==> config.mk <==
export PLATFORM = sky130hd
export DESIGN_NAME = bf_exmem_pipe_flat
export DESIGN_NICKNAME = d
export VERILOG_FILES = /design/src/rtl/bf_pkg.sv /design/src/rtl/bf_exmem_pipe_if.sv /design/src/rtl/bf_stage.sv /design/src/rtl/bf_exmem_pipe.sv /design/src/flat_wrapper.sv
export SDC_FILE = /design/constraint.sdc
export NUM_CORES = 1
export LEC_CHECK = 0
export CAP_MARGIN = 20
export CORE_ASPECT_RATIO = 0.5
export CORE_MARGIN = 4
export CORE_UTILIZATION = 41
export DETAILED_ROUTE_END_ITERATION = 8
export PLACE_DENSITY_LB_ADDON = 0.12
export SLEW_MARGIN = 10
export SYNTH_ARGS = -nofsm -noshare
export SYNTH_HDL_FRONTEND = slang
export SYNTH_SLANG_ARGS = --single-unit
==> constraint.sdc <==
create_clock -name clk_BFX -period 1.16 [get_ports clk_BFX]
set_input_delay 0.116 -clock clk_BFX [delete_from_list [all_inputs] [get_ports clk_BFX]]
set_output_delay 0.116 -clock clk_BFX [all_outputs]
set_load 0.02 [all_outputs]
==> src/rtl/bf_pkg.sv <==
// bf_pkg: shared constants and the stage record for the EX/MEM pipeline.
// M bundle bit positions, WB width and the default-width stage record used
// by bf_stage when no record type is supplied.
package bf_pkg;

   localparam int M_W        = 4;
   localparam int WB_W       = 2;

   localparam int M_BRANCH   = 3;
   localparam int M_MEMREAD  = 2;
   localparam int M_MEMWRITE = 1;
   localparam int M_JUMP     = 0;

   localparam int ADDR_W_DEF = 8;
   localparam int DATA_W_DEF = 32;
   localparam int REG_W_DEF  = 5;

   // Stage record at the default widths. The top level declares the same
   // field layout at its own parameter widths and hands that type to bf_stage.
   typedef struct packed {
      logic                  valid;
      logic [ADDR_W_DEF-1:0] resAdd1;
      logic                  zf;
      logic [DATA_W_DEF-1:0] resALU;
      logic [DATA_W_DEF-1:0] concatenador;
      logic [DATA_W_DEF-1:0] regData2;
      logic [REG_W_DEF-1:0]  mux2Output;
      logic [M_W-1:0]        M;
      logic [WB_W-1:0]       WB;
   } bf_rec_t;

endpackage

==> src/rtl/bf_exmem_pipe_if.sv <==
// bf_exmem_pipe_if: EX-side inputs, pipeline controls and MEM-side outputs
// of the EX/MEM register. master = EX/control side, slave = the pipeline.
interface bf_exmem_pipe_if #(
   parameter int ADDR_W = 8,
   parameter int DATA_W = 32,
   parameter int REG_W  = 5
);
   import bf_pkg::*;

   logic              stall_BFX;
   logic              flush_BFX;

   logic              valid_BFX_IN;
   logic [ADDR_W-1:0] resAdd1_BFX_IN;
   logic              zf_BFX_IN;
   logic [DATA_W-1:0] resALU_BFX_IN;
   logic [DATA_W-1:0] concatenador_BFX_IN;
   logic [DATA_W-1:0] regData2_BFX_IN;
   logic [REG_W-1:0]  mux2Output_BFX_IN;
   logic [M_W-1:0]    M_BFX_IN;
   logic [WB_W-1:0]   WB_BFX_IN;

   logic              valid_BFX;
   logic [ADDR_W-1:0] resAdd1_BFX;
   logic              zf_BFX;
   logic [DATA_W-1:0] resALU_BFX;
   logic [DATA_W-1:0] concatenador_BFX;
   logic [DATA_W-1:0] regData2_BFX;
   logic [REG_W-1:0]  mux2Output_BFX;
   logic [WB_W-1:0]   WB_BFX;
   logic              branch_BFX;
   logic              MemRead_BFX;
   logic              MemWrite_BFX;
   logic              jump_BFX;

   modport master (
      output stall_BFX, flush_BFX, valid_BFX_IN, resAdd1_BFX_IN, zf_BFX_IN,
             resALU_BFX_IN, concatenador_BFX_IN, regData2_BFX_IN,
             mux2Output_BFX_IN, M_BFX_IN, WB_BFX_IN,
      input  valid_BFX, resAdd1_BFX, zf_BFX, resALU_BFX, concatenador_BFX,
             regData2_BFX, mux2Output_BFX, WB_BFX, branch_BFX, MemRead_BFX,
             MemWrite_BFX, jump_BFX
   );

   modport slave (
      input  stall_BFX, flush_BFX, valid_BFX_IN, resAdd1_BFX_IN, zf_BFX_IN,
             resALU_BFX_IN, concatenador_BFX_IN, regData2_BFX_IN,
             mux2Output_BFX_IN, M_BFX_IN, WB_BFX_IN,
      output valid_BFX, resAdd1_BFX, zf_BFX, resALU_BFX, concatenador_BFX,
             regData2_BFX, mux2Output_BFX, WB_BFX, branch_BFX, MemRead_BFX,
             MemWrite_BFX, jump_BFX
   );

endinterface

==> src/rtl/bf_stage.sv <==
// bf_stage: one EX/MEM register stage. Synchronous active-low reset clears
// everything; flush turns the entry into a bubble (valid/M/WB cleared, data
// kept); stall holds; otherwise the stage loads d.
module bf_stage #(
   parameter type rec_t = bf_pkg::bf_rec_t
) (
   input  logic clk,
   input  logic rstn,
   input  logic stall,
   input  logic flush,
   input  rec_t d,
   output rec_t q
);

   // Stage register with reset > flush > stall > load priority.
   always_ff @(posedge clk) begin
      if (!rstn) begin
         q <= '0;
      end else if (flush) begin
         q.valid <= 1'b0;
         q.M     <= '0;
         q.WB    <= '0;
      end else if (!stall) begin
         q <= d;
      end
   end

endmodule

==> src/rtl/bf_exmem_pipe.sv <==
// bf_exmem_pipe: parametrised EX/MEM pipeline register (DEPTH 1..4 stages).
// Stage 0 captures the EX result with the M/WB controls squashed for invalid
// entries, so a bubble can never write memory, branch, jump or write a
// register. Outputs come straight from the last stage.
// Optional feature macro: BFX_STALL_CNT_EN adds the saturating 16-bit
// stall_cnt_BFX output counting stalled (non-flushed, non-reset) edges.
module bf_exmem_pipe
   import bf_pkg::*;
#(
   parameter int ADDR_W = 8,
   parameter int DATA_W = 32,
   parameter int REG_W  = 5,
   parameter int DEPTH  = 1
) (
   input  logic              clk_BFX,
   input  logic              rstn_BFX,
   bf_exmem_pipe_if.slave    bus
`ifdef BFX_STALL_CNT_EN
   ,
   output logic [15:0]       stall_cnt_BFX
`endif
);

   typedef struct packed {
      logic              valid;
      logic [ADDR_W-1:0] resAdd1;
      logic              zf;
      logic [DATA_W-1:0] resALU;
      logic [DATA_W-1:0] concatenador;
      logic [DATA_W-1:0] regData2;
      logic [REG_W-1:0]  mux2Output;
      logic [M_W-1:0]    M;
      logic [WB_W-1:0]   WB;
   } stage_rec_t;

   stage_rec_t capture;
   stage_rec_t stage_d [DEPTH];
   stage_rec_t stage_q [DEPTH];

   // Build the stage-0 record; an invalid entry keeps its data but carries
   // no memory, control-flow or writeback intent.
   always_comb begin
      capture              = '0;
      capture.valid        = bus.valid_BFX_IN;
      capture.resAdd1      = bus.resAdd1_BFX_IN;
      capture.zf           = bus.zf_BFX_IN;
      capture.resALU       = bus.resALU_BFX_IN;
      capture.concatenador = bus.concatenador_BFX_IN;
      capture.regData2     = bus.regData2_BFX_IN;
      capture.mux2Output   = bus.mux2Output_BFX_IN;
      capture.M            = bus.valid_BFX_IN ? bus.M_BFX_IN  : '0;
      capture.WB           = bus.valid_BFX_IN ? bus.WB_BFX_IN : '0;
   end

   assign stage_d[0] = capture;

   for (genvar gi = 0; gi < DEPTH; gi++) begin : g_stage
      if (gi > 0) begin : g_chain
         assign stage_d[gi] = stage_q[gi-1];
      end
      bf_stage #(
         .rec_t (stage_rec_t)
      ) u_stage (
         .clk   (clk_BFX),
         .rstn  (rstn_BFX),
         .stall (bus.stall_BFX),
         .flush (bus.flush_BFX),
         .d     (stage_d[gi]),
         .q     (stage_q[gi])
      );
   end

   assign bus.valid_BFX        = stage_q[DEPTH-1].valid;
   assign bus.resAdd1_BFX      = stage_q[DEPTH-1].resAdd1;
   assign bus.zf_BFX           = stage_q[DEPTH-1].zf;
   assign bus.resALU_BFX       = stage_q[DEPTH-1].resALU;
   assign bus.concatenador_BFX = stage_q[DEPTH-1].concatenador;
   assign bus.regData2_BFX     = stage_q[DEPTH-1].regData2;
   assign bus.mux2Output_BFX   = stage_q[DEPTH-1].mux2Output;
   assign bus.WB_BFX           = stage_q[DEPTH-1].WB;
   assign bus.branch_BFX       = stage_q[DEPTH-1].M[M_BRANCH];
   assign bus.MemRead_BFX      = stage_q[DEPTH-1].M[M_MEMREAD];
   assign bus.MemWrite_BFX     = stage_q[DEPTH-1].M[M_MEMWRITE];
   assign bus.jump_BFX         = stage_q[DEPTH-1].M[M_JUMP];

`ifdef BFX_STALL_CNT_EN
   // Count edges where the pipe genuinely held; a flush overrides the stall
   // so it is not counted. The counter sticks at all-ones until reset.
   always_ff @(posedge clk_BFX) begin
      if (!rstn_BFX) begin
         stall_cnt_BFX <= '0;
      end else if (bus.stall_BFX && !bus.flush_BFX && (stall_cnt_BFX != 16'hFFFF)) begin
         stall_cnt_BFX <= stall_cnt_BFX + 16'd1;
      end
   end
`endif

endmodule

==> src/flat_wrapper.sv <==
// flat-port wrapper written by rule: the top's interface ports become plain ports
module bf_exmem_pipe_flat import bf_pkg::*;
#(
   parameter int ADDR_W = 8,
   parameter int DATA_W = 32,
   parameter int REG_W  = 5,
   parameter int DEPTH  = 1
)
  (clk_BFX, rstn_BFX, bus_stall_BFX, bus_flush_BFX, bus_valid_BFX_IN, bus_resAdd1_BFX_IN, bus_zf_BFX_IN, bus_resALU_BFX_IN, bus_concatenador_BFX_IN, bus_regData2_BFX_IN, bus_mux2Output_BFX_IN, bus_M_BFX_IN, bus_WB_BFX_IN, bus_valid_BFX, bus_resAdd1_BFX, bus_zf_BFX, bus_resALU_BFX, bus_concatenador_BFX, bus_regData2_BFX, bus_mux2Output_BFX, bus_WB_BFX, bus_branch_BFX, bus_MemRead_BFX, bus_MemWrite_BFX, bus_jump_BFX);
  bf_exmem_pipe_if #(.ADDR_W(ADDR_W), .DATA_W(DATA_W), .REG_W(REG_W)) bus_i ();
  input  logic clk_BFX;
  input  logic rstn_BFX;
  input wire logic [$bits(bus_i.stall_BFX)-1:0] bus_stall_BFX;
  input wire logic [$bits(bus_i.flush_BFX)-1:0] bus_flush_BFX;
  input wire logic [$bits(bus_i.valid_BFX_IN)-1:0] bus_valid_BFX_IN;
  input wire logic [$bits(bus_i.resAdd1_BFX_IN)-1:0] bus_resAdd1_BFX_IN;
  input wire logic [$bits(bus_i.zf_BFX_IN)-1:0] bus_zf_BFX_IN;
  input wire logic [$bits(bus_i.resALU_BFX_IN)-1:0] bus_resALU_BFX_IN;
  input wire logic [$bits(bus_i.concatenador_BFX_IN)-1:0] bus_concatenador_BFX_IN;
  input wire logic [$bits(bus_i.regData2_BFX_IN)-1:0] bus_regData2_BFX_IN;
  input wire logic [$bits(bus_i.mux2Output_BFX_IN)-1:0] bus_mux2Output_BFX_IN;
  input wire logic [$bits(bus_i.M_BFX_IN)-1:0] bus_M_BFX_IN;
  input wire logic [$bits(bus_i.WB_BFX_IN)-1:0] bus_WB_BFX_IN;
  output wire logic [$bits(bus_i.valid_BFX)-1:0] bus_valid_BFX;
  output wire logic [$bits(bus_i.resAdd1_BFX)-1:0] bus_resAdd1_BFX;
  output wire logic [$bits(bus_i.zf_BFX)-1:0] bus_zf_BFX;
  output wire logic [$bits(bus_i.resALU_BFX)-1:0] bus_resALU_BFX;
  output wire logic [$bits(bus_i.concatenador_BFX)-1:0] bus_concatenador_BFX;
  output wire logic [$bits(bus_i.regData2_BFX)-1:0] bus_regData2_BFX;
  output wire logic [$bits(bus_i.mux2Output_BFX)-1:0] bus_mux2Output_BFX;
  output wire logic [$bits(bus_i.WB_BFX)-1:0] bus_WB_BFX;
  output wire logic [$bits(bus_i.branch_BFX)-1:0] bus_branch_BFX;
  output wire logic [$bits(bus_i.MemRead_BFX)-1:0] bus_MemRead_BFX;
  output wire logic [$bits(bus_i.MemWrite_BFX)-1:0] bus_MemWrite_BFX;
  output wire logic [$bits(bus_i.jump_BFX)-1:0] bus_jump_BFX;
  assign bus_i.stall_BFX = bus_stall_BFX;
  assign bus_i.flush_BFX = bus_flush_BFX;
  assign bus_i.valid_BFX_IN = bus_valid_BFX_IN;
  assign bus_i.resAdd1_BFX_IN = bus_resAdd1_BFX_IN;
  assign bus_i.zf_BFX_IN = bus_zf_BFX_IN;
  assign bus_i.resALU_BFX_IN = bus_resALU_BFX_IN;
  assign bus_i.concatenador_BFX_IN = bus_concatenador_BFX_IN;
  assign bus_i.regData2_BFX_IN = bus_regData2_BFX_IN;
  assign bus_i.mux2Output_BFX_IN = bus_mux2Output_BFX_IN;
  assign bus_i.M_BFX_IN = bus_M_BFX_IN;
  assign bus_i.WB_BFX_IN = bus_WB_BFX_IN;
  assign bus_valid_BFX = bus_i.valid_BFX;
  assign bus_resAdd1_BFX = bus_i.resAdd1_BFX;
  assign bus_zf_BFX = bus_i.zf_BFX;
  assign bus_resALU_BFX = bus_i.resALU_BFX;
  assign bus_concatenador_BFX = bus_i.concatenador_BFX;
  assign bus_regData2_BFX = bus_i.regData2_BFX;
  assign bus_mux2Output_BFX = bus_i.mux2Output_BFX;
  assign bus_WB_BFX = bus_i.WB_BFX;
  assign bus_branch_BFX = bus_i.branch_BFX;
  assign bus_MemRead_BFX = bus_i.MemRead_BFX;
  assign bus_MemWrite_BFX = bus_i.MemWrite_BFX;
  assign bus_jump_BFX = bus_i.jump_BFX;
  bf_exmem_pipe #(.ADDR_W(ADDR_W), .DATA_W(DATA_W), .REG_W(REG_W), .DEPTH(DEPTH)) u_core (.clk_BFX(clk_BFX), .rstn_BFX(rstn_BFX), .bus(bus_i));
endmodule
==> results of run 1 <==
==> cell usage after synthesis <==
master and n:
sky130_fd_sc_hd__a21oi_1 116, sky130_fd_sc_hd__inv_1 1, sky130_fd_sc_hd__nand2_1 6, sky130_fd_sc_hd__or3b_1 110, sky130_fd_sc_hd__buf_6 14, sky130_fd_sc_hd__nand2b_1 1
sky130_fd_sc_hd__mux2i_1 1, sky130_fd_sc_hd__dfxtp_1 117, sky130_fd_sc_hd__clkbuf_1 45, sky130_fd_sc_hd__nand3b_1 6, sky130_fd_sc_hd__o21ai_0 79, sky130_fd_sc_hd__nor2_1 1
sky130_fd_sc_hd__buf_2 3, sky130_fd_sc_hd__o21ai_1 31
==> what timing repair did <==
item                                    CTS  global route
setup buffers                             0             0
resized for setup                       317            50
endpoints found under the setup margin  117            50
==> placed cells by master (no fill, tap or decap), drive strengths merged <==
cell,synthesis,layout
dfxtp,117,117
clkinvlp,0,3
buf,17,33
nor2,1,1
clkdlybuf4s50,0,118
nand2b,1,1
clkinv,0,5
clkbuf,45,55
mux2i,1,1
o21ai,110,110
or3b,110,110
clkdlybuf4s15,0,67
bufinv,0,2
nand2,6,6
nand3b,6,6
a21oi,116,116
==> power by group <==
group / switching, W / internal (W)
registers: 0.0000799 / 0.00420
logic: 0.000732 / 0.000799
clock network: 0.00177 / 0.00335
total: 0.00258 / 0.00835
==> final timing paths <==
| check | endpoint | cells after the start | slack, ns | startpoint |
|---|---|---|---|---|
| max | bus_resAdd1_BFX[7] | 1 | 0.04 | u_core.g_stage[0].u_stage.q[115] |
| min | u_core.g_stage[0].u_stage.q[45] | 4 | 0.24 | bus_stall_BFX |
| max reg2reg | u_core.g_stage[0].u_stage.q[20] | 2 | 0.52 | u_core.g_stage[0].u_stage.q[20] |
| min reg2reg | u_core.g_stage[0].u_stage.q[3] | 2 | 0.46 | u_core.g_stage[0].u_stage.q[3] |
==> through the flow <==
stage | hold slack (ns) | cell area, µm²
2_1_floorplan | 0.260 | 4870
3_3_place_gp | 0.440 | 7320
3_5_place_dp | 0.453 | 7320
4_1_cts | 0.239 | 8010
5_1_grt | 0.302 | 7740
6_report | 0.239 | 7740
==> cells by family (layout without fill, tap and decap cells) <==
family                 after synthesis  count (layout)  synth area share, %
muxes                                1               1                0.206
and+or+nand+nor                    124             124                 21.4
DFF                                117             117                 48.1
AOI/OAI and AO/OA                  226             226                 23.2
buffers and inverters               63             283                 7.09
==> layer usage <==
layer | vias up | routed length, µm | global-route usage [%]
met3 | 23 | 903 | 6.55
met5 | - | 0 | 0
met2 | 137 | 6450 | 31.6
met1 | 2063 | 6180 | 25.4
li1 | 2338 | - | -
met4 | 0 | 271 | 6.68
==> cell type report <==
| cell class | instances | area (µm²) |
|---|---|---|
| clock buffer | 21 | 480 |
| timing repair buffer | 252 | 2430 |
| inverter | 1 | 5.00 |
| tap | 159 | 199 |
| clock inverter | 9 | 103 |
| sequential | 117 | 2340 |
| fill | 951 | 3550 |
| multi-input combinational | 351 | 2180 |
==> results.md, run 1 <==
| Metric | Reported | Unit |
|:---|:---|:---|
| HP Class | input port to register | - |
| Global-route wire length before repair | 22000 | µm |
| Number of warnings printed during yosys synthesis | 0 | - |
| Max Fanout on Critical Path | 2 | - |
| Startpoint class of the critical path | register | - |
| Die Span X | 162 | µm |
| Data arrival at the endpoint of the critical path | 1.00 | ns |
| Total clock sinks | 117 | - |
| Layout area overhead | 58.9 | % |
| Number of design rule violations left after detail routing | 0 | - |
| Row cnt | 27 | - |
| Quantity of hold-fixing buffers added after cts | 0 | - |
| Registers with the most flip-flops | u_core.g_stage.u_stage.q: 117 flops | - |
| Max stage delay cell, worst path | sky130_fd_sc_hd__dfxtp_1 | - |
| Count of placed standard cells in the final layout, fillers left out | 910 | - |
| Final setup slack of the worst path | 0.0420 | ns |
| Final setup viols | 0 | - |
| Initial core utilization | 43.2 | % |
| Period minus WS final | 1.12 | ns |
| Net count after synthesis | 652 | - |
| Detailed Route WL | 13800 | µm |
| Class of the most critical setup path | register to output port | - |
| Count of nets left with antenna violations after detail routing | 0 | - |
| Largest net degree at the start of global routing | 74 | - |
| Total Power | 0.0109 | W |
| Clock latency on the worst-skew pair | 0.40 | ns |
| Worst Setup Slack post-DPL | -0.0639 | ns |
| Number of different library cells in the post-synthesis netlist | 14 | - |
| Biggest cell delay along the critical path | 0.32 | ns |
| Placed cell count | 880 | - |
| Overflow after GRT | 0 | - |
| Final count of pins violating max slew | 0 | - |
| Reported max-cap violation count | 0 | - |
| Number of antenna violations at the first check in global routing | 0 | - |
| TritonCTS clock tree | done | - |
| Clock-pin slew of the registers on the worst-case setup and hold paths | 0.05 | ns |
| Maximum operating frequency | 894 | MHz |
| NumNets Final | 861 | - |
| Worst setup EP type | output port | - |
| Standby leakage power | 2.86 | nW |
| Via count of the first global-routing pass | 4270 | - |
| Routed wirelength normalized by instance count | 15.2 | µm |
| Post-synthesis register bit count | 117 | - |
| Synthesized cell area | 0.00487 | mm² |
| Worst voltage drop across the vdd grid | 0.000837 | V |
| Final setup TNS | 0 | ns |
| Biggest register | u_core.g_stage.u_stage.q | - |
| Cell family with the largest share of critical-path delay | flip-flops | - |
| Full die area | 0.0138 | mm² |
| Via count | 4561 | - |
| Status | completed | - |
| DR iter-0 viols | 297 | - |
| CTS Buf Count | 17 | - |
| Share of the core filled with cells in the final layout | 68.6 | % |
| Buffer cell driving the clock tree root | sky130_fd_sc_hd__clkbuf_16 | - |
| Average instance area after synthesis | 9.17 | µm² |
| Routability Congestion | 0.748 | - |
| Bufs on Longest Clock Path | 2 | - |
| Boundary Pins | 238 | - |
| Ratio of final minimum period to clock period | 96.4 | % |
| Worst Max-Slew Pin Slew | 0.307 | ns |
| Core region area | 0.0113 | mm² |
| All-Layer GR Usage | 19.8 | % |
| Mean number of vias per cell | 5.01 | - |
| Unrepaired setup endpoints after global routing | false | - |
| Leading area contributor after synthesis | sky130_fd_sc_hd__dfxtp_1 | - |
| Headroom to the max-slew limit | 79.6 | % |
| HPWL reported at the end of detailed placement | 9360 | µm |
| Portion of synthesized cell area occupied by the leading cell type | 48.1 | % |
| Die Height | 85.1 | µm |
| Setup clock skew after layout | 0 | ns |
| Combined buffer and inverter count along the critical path | 1 | - |
| Sequential-to-total area share from yosys stat | 48.1 | % |
| Critical-path cell list | clkdlybuf4s15_2 | - |
| CTS H-tree lvls | 4 | - |
| Number of flip-flops under the largest register name | 117 | - |
| Top post-synthesis cells by area | sky130_fd_sc_hd__dfxtp_1, sky130_fd_sc_hd__or3b_1, sky130_fd_sc_hd__a21oi_1, sky130_fd_sc_hd__o21ai_0, sky130_fd_sc_hd__clkbuf_1 | - |
| Pwr dens | 1410 | mW/mm² |
| Count of inserted antenna diode cells | 0 | - |
| Port bufs | 237 | - |
| Data required, critical path | 1.04 | ns |
| First-pass DRT Iterations | 4 | - |
| Synth Instances | 531 | - |
| Hold Vio Cnt, Final | 0 | - |
| Fraction of final layout cells with drive strength greater than 1 | 22.0 | % |
Power figures use the tool's default switching activity.
==> inputs of run 2 (changes only) <==
--- a/config.mk
+++ b/config.mk
@@ -12,2 +12,3 @@
 export DETAILED_ROUTE_END_ITERATION = 8
+export GPL_TIMING_DRIVEN = 0
 export PLACE_DENSITY_LB_ADDON = 0.12
--- a/constraint.sdc
+++ b/constraint.sdc
@@ -3,2 +3,2 @@
 set_output_delay 0.116 -clock clk_BFX [all_outputs]
-set_load 0.02 [all_outputs]
+set_load 0.1 [all_outputs]
==> run 2 against run 1 <==
The run now ends with setup timing left. Utilization rose by 0.99 points. Critical path depth rose by 4. Sequential share of layout area rose by 1.4 points. Worst setup slack got worse by 0.050 ns. Critical endpoint is now u_core.g_stage[0].u_stage.q[12]. Largest cell class is now registers. Highest routed layer unchanged.
==> results.md, run 2 (synthesized netlist as in run 1, its figures left out) <==
| Metric | Reported | Unit | Delta |
|:---|:---|:---|:---|
| Placed cell count | 925 | - | was 880 |
| Row cnt | 27 | - | unchanged |
| Standby leakage power | 3.06 | nW | was 2.86 nW |
| Boundary Pins | 238 | - | unchanged |
| Hold Vio Cnt, Final | 0 | - | unchanged |
| Count of placed standard cells in the final layout, fillers left out | 954 | - | was 910 |
| Startpoint class of the critical path | input port | - | was register |
| Full die area | 0.0138 | mm² | unchanged |
| Worst voltage drop across the vdd grid | 0.000998 | V | was 0.000837 V |
| Largest net degree at the start of global routing | 17 | - | was 74 |
| Endpoint of the worst-slack reg-to-reg timing path | u_core.g_stage[0].u_stage.q[15] | - | was u_core.g_stage[0].u_stage.q[20] |
| Final setup viols | 2 | - | was 0 |
| Clock latency on the worst-skew pair | 0.39 | ns | was 0.40 ns |
| Crit Reg-Reg Startpoint | u_core.g_stage[0].u_stage.q[15] | - | was u_core.g_stage[0].u_stage.q[20] |
| Buffer cell driving the clock tree root | sky130_fd_sc_hd__clkbuf_16 | - | unchanged |
| HPWL reported at the end of detailed placement | 11500 | µm | was 9360 µm |
| Reported max-cap violation count | 0 | - | unchanged |
| HP Class | input port to register | - | unchanged |
| Clock power frac | 40.6 | % | was 46.8% |
| Number of design rule violations left after detail routing | 0 | - | unchanged |
| Routability Congestion | 0.792 | - | was 0.748 |
| Number of cells on the worst reg-to-reg path | 2 | - | unchanged |
| Die Height | 85.1 | µm | unchanged |
| Overflow after GRT | 0 | - | unchanged |
| Port bufs | 235 | - | was 237 |
| Initial core utilization | 43.2 | % | unchanged |
| Power spent charging and discharging nets | 0.00368 | W | was 0.00258 W |
| NumNets Final | 906 | - | was 861 |
| Count of nets left with antenna violations after detail routing | 0 | - | unchanged |
| Core region area | 0.0113 | mm² | unchanged |
| Final worst hold slack | 0.216 | ns | was 0.239 ns |
| Maximum operating frequency | 856 | MHz | was 894 MHz |
| Global-route wire length before repair | 24500 | µm | was 22000 µm |
| Pwr dens | 1510 | mW/mm² | was 1410 mW/mm² |
| Capture endpoint of the worst hold path | u_core.g_stage[0].u_stage.q[109] | - | was u_core.g_stage[0].u_stage.q[45] |
| Share of power burned in registers | 36.6 | % | was 39.2% |
| CTS Buf Count | 17 | - | unchanged |
| Biggest register | u_core.g_stage.u_stage.q | - | unchanged |
| Fraction of final layout cells with drive strength greater than 1 | 36.0 | % | was 22.0% |
| Cell count of the worst hold path | 4 | - | unchanged |
| Worst Max-Slew Pin Slew | 0.509 | ns | was 0.307 ns |
| Status | finished, violations left | - | was completed |
| Critical-path cell list | clkdlybuf4s50_1 > inv_1 > clkbuf_2 > clkbuf_1 > a21oi_1 | - | was clkdlybuf4s15_2 |
| Worst Setup Slack post-DPL | -0.679 | ns | was -0.0639 ns |
| Critical path launch point | rstn_BFX | - | was u_core.g_stage[0].u_stage.q[115] |
| Max Fanout on Critical Path | 10 | - | was 2 |
| Design internal power | 0.00815 | W | was 0.00835 W |
| Commonest cells after routing, fill and taps aside | sky130_fd_sc_hd__clkdlybuf4s50_1, sky130_fd_sc_hd__dfxtp_2, sky130_fd_sc_hd__a21oi_1 | - | was sky130_fd_sc_hd__clkdlybuf4s50_1, sky130_fd_sc_hd__dfxtp_1, sky130_fd_sc_hd__a21oi_1 |
| Class of the most critical setup path | input port to register | - | was register to output port |
| Routed wirelength normalized by instance count | 16.4 | µm | was 15.2 µm |
| Via count of the first global-routing pass | 4671 | - | was 4270 |
| Max stage delay cell, worst path | sky130_fd_sc_hd__clkdlybuf4s50_1 | - | was sky130_fd_sc_hd__dfxtp_1 |
| TritonCTS clock tree | done | - | unchanged |
| Die Span X | 162 | µm | unchanged |
| DR iter-0 viols | 325 | - | was 297 |
| Detailed Route WL | 15600 | µm | was 13800 µm |
| Total clock sinks | 117 | - | unchanged |
| Cell family with the largest share of critical-path delay | buffers and inverters | - | was flip-flops |
| Unrepaired setup endpoints after global routing | true | - | was false |
| Mean number of vias per cell | 5.09 | - | was 5.01 |
| Worst setup slack for register-to-register paths | 0.49 | ns | was 0.52 ns |
| Via count | 4852 | - | was 4561 |
| Violated checks | setup timing | - |  |
| Headroom to the max-slew limit | 66.1 | % | was 79.6% |
| Combined buffer and inverter count along the critical path | 4 | - | was 1 |
| All-Layer GR Usage | 21.9 | % | was 19.8% |
| Clock-pin slew of the registers on the worst-case setup and hold paths | 0.05 | ns | about the same |
| Bufs on Longest Clock Path | 2 | - | unchanged |
| Most common library cell in the layout ignoring fill and taps | sky130_fd_sc_hd__clkdlybuf4s50_1 | - | unchanged |
| Final setup slack of the worst path | -0.00795 | ns | was 0.0420 ns |
| Biggest cell delay along the critical path | 0.41 | ns | was 0.32 ns |
| Period minus WS final | 1.17 | ns | was 1.12 ns |
| Setup clock skew after layout | 0 | ns | unchanged |
| Layout area overhead | 61.2 | % | was 58.9% |
| First-pass DRT Iterations | 5 | - | was 4 |
| Worst min-delay path startpoint | bus_stall_BFX | - | unchanged |
| Worst setup EP type | register | - | was output port |
| CTS H-tree lvls | 4 | - | unchanged |
| Registers with the most flip-flops | u_core.g_stage.u_stage.q: 117 flops | - | unchanged |
| Logic pwr share | 22.8 | % | was 14.0% |
| Number of flip-flops under the largest register name | 117 | - | unchanged |
| Final count of pins violating max slew | 0 | - | unchanged |
| Data required, critical path | 1.41 | ns | was 1.04 ns |
| Ratio of final minimum period to clock period | 101 | % | was 96.4% |
| Quantity of hold-fixing buffers added after cts | 0 | - | unchanged |
| Count of inserted antenna diode cells | 0 | - | unchanged |
| Data arrival at the endpoint of the critical path | 1.42 | ns | was 1.00 ns |
| Switching part of the total | 31.1 | % | was 23.6% |
| Number of antenna violations at the first check in global routing | 0 | - | unchanged |
## run 2: worst reg2reg max path, stage by stage, from the launching register on
cell,delay (ns)
sky130_fd_sc_hd__dfxtp_2,0.32
sky130_fd_sc_hd__o21ai_0,0.08
sky130_fd_sc_hd__a21oi_1,0.19
## run 2: metrics by stage
stage	setup TNS [ns]	total power, W	cell area (µm²)	util [%]
after floorplan	0	0.00624	5020	-
after global placement	-105.82	0.00714	7570	67.1
after detailed placement	-110.77	0.00716	7570	67.1
after CTS	0	0.0119	7830	69.4
after global routing	-2.46	0.0123	7850	69.6
final	-0.0130	0.0118	7850	69.6
## run 2: per-layer routing
| metal | track usage, % | share of wire [%] | vias to the layer above |
|---|---|---|---|
| li1 | - | - | 2443 |
| met1 | 27.3 | 42 | 2241 |
| met2 | 36.2 | 48 | 156 |
| met3 | 8.44 | 9.3 | 12 |
| met4 | 4.76 | 0.90 | 0 |
| met5 | 0 | 0 | - |
## run 2: cell type report
class                      instances  area (µm²)
buffer                            62         349
sequential                       117        2490
tap                              159         199
inverter                           1        3.75
clock buffer                      20         467
fill                             992        3430
multi-input combinational        351        2180
timing repair buffer             235        2080
clock inverter                     9        81.3
## run 2: repair_timing
action,4_1_cts,5_1_grt
setup buffers,0,0
endpoints found under the setup margin,217,65
resized for setup,707,7
## run 2: worst max-delay path by stage
stage | to | slack [ns] | cells after the start
after floorplan | u_core.g_stage[0].u_stage.q[10] | 0.14 | 5
after global placement | u_core.g_stage[0].u_stage.q[27] | -0.61 | 5
after detailed placement | u_core.g_stage[0].u_stage.q[72] | -0.68 | 5
after CTS | bus_regData2_BFX[16] | 0.02 | 1
after global routing | u_core.g_stage[0].u_stage.q[96] | -0.08 | 5
final | u_core.g_stage[0].u_stage.q[12] | -0.008 | 5
## run 2: power by group through the flow
stage / Combinational (W) / Sequential (W) / Clock (W)
final: 0.00270 / 0.00433 / 0.00480
after global routing: 0.00283 / 0.00435 / 0.00508
after detailed placement: 0.00275 / 0.00440 / 0
after floorplan: 0.000542 / 0.00570 / 0
after CTS: 0.00271 / 0.00433 / 0.00488
after global placement: 0.00274 / 0.00440 / 0
==> inputs of run 3 (changes only) <==
- CTS_BUF_LIST: unset -> sky130_fd_sc_hd__clkbuf_16
- SLEW_MARGIN: 10 -> 20
==> run 3 against run 2 <==
The run still ends with setup timing left. Critical endpoint unchanged. Clock power down 4%. Sequential share of layout area up 0.096 points. Via count up 0.37%. Maximum frequency up 0.29%. Critical path depth unchanged.
==> results.md, run 3 (synthesized netlist as in run 1, its figures left out) <==
| Metric | Reported | Unit | Delta |
|:---|:---|:---|:---|
| Buffer cell driving the clock tree root | sky130_fd_sc_hd__clkbuf_16 | - | unchanged |
| Period minus WS final | 1.16 | ns | was 1.17 ns |
| First-pass DRT Iterations | 4 | - | was 5 |
| Number of design rule violations left after detail routing | 0 | - | unchanged |
| Clock-pin slew of the registers on the worst-case setup and hold paths | 0.05 | ns | about the same |
| Setup clock skew after layout | 0 | ns | unchanged |
| Routability Congestion | 0.792 | - | unchanged |
| Unrepaired setup endpoints after global routing | true | - | unchanged |
| Number of flip-flops under the largest register name | 117 | - | unchanged |
| Critical-path cell list | clkdlybuf4s50_1 > inv_1 > clkbuf_2 > buf_1 > a21oi_1 | - | was clkdlybuf4s50_1 > inv_1 > clkbuf_2 > clkbuf_1 > a21oi_1 |
| Registers with the most flip-flops | u_core.g_stage.u_stage.q: 117 flops | - | unchanged |
| TritonCTS clock tree | done | - | unchanged |
| Worst setup slack for register-to-register paths | 0.49 | ns | about the same |
| Class of the most critical setup path | input port to register | - | unchanged |
| CTS Buf Count | 17 | - | unchanged |
| Biggest register | u_core.g_stage.u_stage.q | - | unchanged |
| Final setup slack of the worst path | -0.00463 | ns | was -0.00795 ns |
| Status | finished, violations left | - | unchanged |
| Via count of the first global-routing pass | 4661 | - | was 4671 |
| Violated checks | setup timing | - | unchanged |
| Initial core utilization | 43.2 | % | unchanged |
| Final setup viols | 1 | - | was 2 |
| Count of placed standard cells in the final layout, fillers left out | 954 | - | unchanged |
| Overflow after GRT | 0 | - | unchanged |
| Largest net degree at the start of global routing | 17 | - | unchanged |
| Core region area | 0.0113 | mm² | unchanged |
| Global-route wire length before repair | 24500 | µm | about the same |
| Fraction of final layout cells with drive strength greater than 1 | 35.8 | % | was 36.0% |
| Crit path to | u_core.g_stage[0].u_stage.q[12] | - | unchanged |
| Final count of pins violating max slew | 0 | - | unchanged |
| Headroom to the max-slew limit | 66.9 | % | was 66.1% |
| Crit Reg-Reg Startpoint | u_core.g_stage[0].u_stage.q[15] | - | unchanged |
| Reported max-cap violation count | 0 | - | unchanged |
| Most common library cell in the layout ignoring fill and taps | sky130_fd_sc_hd__clkdlybuf4s50_1 | - | unchanged |
| Cell family with the largest share of critical-path delay | buffers and inverters | - | unchanged |
| Startpoint class of the critical path | input port | - | unchanged |
| Critical path launch point | rstn_BFX | - | unchanged |
| Logic depth of the worst setup path including buffers | 5 | - | unchanged |
| Row cnt | 27 | - | unchanged |
| Data arrival at the endpoint of the critical path | 1.42 | ns | about the same |
| Standby leakage power | 3.05 | nW | was 3.06 nW |
| DR iter-0 viols | 308 | - | was 325 |
| Worst voltage drop across the vdd grid | 0.00101 | V | was 0.000998 V |
| CTS H-tree lvls | 4 | - | unchanged |
| Commonest cells after routing, fill and taps aside | sky130_fd_sc_hd__clkdlybuf4s50_1, sky130_fd_sc_hd__dfxtp_2, sky130_fd_sc_hd__a21oi_1 | - | unchanged |
| HP Class | input port to register | - | unchanged |
| All-Layer GR Usage | 21.9 | % | about the same |
| Worst setup EP type | register | - | unchanged |
| Pwr dens | 1490 | mW/mm² | was 1510 mW/mm² |
| Placed cell count | 925 | - | unchanged |
| Ratio of final minimum period to clock period | 100 | % | was 101% |
| Count of inserted antenna diode cells | 0 | - | unchanged |
| Clock latency on the worst-skew pair | 0.39 | ns | about the same |
| Layout area overhead | 60.7 | % | was 61.2% |
| Bufs on Longest Clock Path | 2 | - | unchanged |
| Number of antenna violations at the first check in global routing | 0 | - | unchanged |
| Hold Vio Cnt, Final | 0 | - | unchanged |
| Total clock sinks | 117 | - | unchanged |
| Die Height | 85.1 | µm | unchanged |
| Final worst hold slack | 0.214 | ns | was 0.216 ns |
| Quantity of hold-fixing buffers added after cts | 0 | - | unchanged |
| Total of fill cells in the finished design | 985 | - | was 992 |
| Via count | 4870 | - | was 4852 |
| Biggest cell delay along the critical path | 0.42 | ns | was 0.41 ns |
| Endpoint of the worst-slack reg-to-reg timing path | u_core.g_stage[0].u_stage.q[15] | - | unchanged |
| Count of nets left with antenna violations after detail routing | 0 | - | unchanged |
| Port bufs | 235 | - | unchanged |
| Data required, critical path | 1.41 | ns | about the same |
| Number of cells on the worst reg-to-reg path | 2 | - | unchanged |
| Max stage delay cell, worst path | sky130_fd_sc_hd__buf_1 | - | was sky130_fd_sc_hd__clkdlybuf4s50_1 |
| Die Span X | 162 | µm | unchanged |
| Worst Max-Slew Pin Slew | 0.496 | ns | was 0.509 ns |
| Mean number of vias per cell | 5.10 | - | was 5.09 |
| NumNets Final | 906 | - | unchanged |
| Max Fanout on Critical Path | 10 | - | unchanged |
| Combined buffer and inverter count along the critical path | 4 | - | unchanged |
| Detailed Route WL | 15700 | µm | was 15600 µm |
| Routed wirelength normalized by instance count | 16.4 | µm | about the same |
| Full die area | 0.0138 | mm² | unchanged |
| Boundary Pins | 238 | - | unchanged |
| HPWL reported at the end of detailed placement | 11500 | µm | unchanged |
| Maximum operating frequency | 859 | MHz | was 856 MHz |
==> run 3: cell count changes in the layout (fill, tap and decap cells not counted) <==
| cell | change |
|---|---|
| sky130_fd_sc_hd__buf_6 | +1 |
| sky130_fd_sc_hd__buf_1 | +1 |
| sky130_fd_sc_hd__clkbuf_8 | -3 |
| sky130_fd_sc_hd__clkinv_1 | +3 |
| sky130_fd_sc_hd__clkbuf_1 | -3 |
| sky130_fd_sc_hd__buf_4 | -1 |
| sky130_fd_sc_hd__clkbuf_2 | +2 |
==> run 3: layout make-up <==
class                      count  area (µm²)  area share, %
timing repair buffer         235        2080           26.6
multi-input combinational    351        2180           27.9
inverter                       1        3.75         0.0480
clock buffer                  17         425           5.44
tap                          159         199           2.54
sequential                   117        2490           31.8
buffer                        62         352           4.49
clock inverter                12        92.6           1.18
==> run 3: per-layer routing <==
metal	vias to the layer above	wire [µm]	track usage (%)
met3	12	1410	8.44
met4	0	133	4.99
met1	2273	6700	27.4
met2	155	7440	36.1
li1	2430	-	-
met5	-	0	0
==> run 3: tightest hold or removal path, stage by stage <==
cell and delay, ns:
sky130_fd_sc_hd__buf_6 0.11, sky130_fd_sc_hd__buf_6 0.16, sky130_fd_sc_hd__or3b_1 0.12, sky130_fd_sc_hd__a21oi_1 0.05
==> run 3: per-stage QoR <==
step                      utilization [%]  setup WS (ns)  power, W  TNS (ns)  area, µm²
after floorplan                         -          0.144   0.00624         0       5020
after global placement               67.1         -0.609   0.00714   -105.82       7570
after detailed placement             67.1         -0.679   0.00716   -110.77       7570
after CTS                            69.1        0.00134    0.0117         0       7790
after global routing                 69.4        -0.0687    0.0121     -1.31       7830
final                                69.4       -0.00463    0.0117  -0.00463       7830
==> run 3: what timing repair did <==
action	in CTS	in global routing
setup buffers	0	0
pin swaps	0	0
gates resized for setup	703	21
endpoints found under the setup margin	217	106
==> run 3: how the worst min path moves through the flow <==
| stage | from | cells after the start | endpoint | slack [ns] |
|---|---|---|---|---|
| finish | bus_stall_BFX | 4 | u_core.g_stage[0].u_stage.q[109] | 0.21 |
| global route | bus_stall_BFX | 4 | u_core.g_stage[0].u_stage.q[109] | 0.22 |
| CTS | bus_stall_BFX | 4 | u_core.g_stage[0].u_stage.q[109] | 0.21 |
| detailed placement | u_core.g_stage[0].u_stage.q[1] | 2 | u_core.g_stage[0].u_stage.q[1] | 0.44 |
| global placement | u_core.g_stage[0].u_stage.q[1] | 2 | u_core.g_stage[0].u_stage.q[1] | 0.44 |
| floorplan | bus_valid_BFX_IN | 2 | u_core.g_stage[0].u_stage.q[116] | 0.26 |
==> run 3: report_power, final <==
group | switching [W] | total, W | internal, W
registers | 0.0000897 | 0.00433 | 0.00424
logic | 0.00186 | 0.00270 | 0.000849
clock network | 0.00176 | 0.00462 | 0.00286
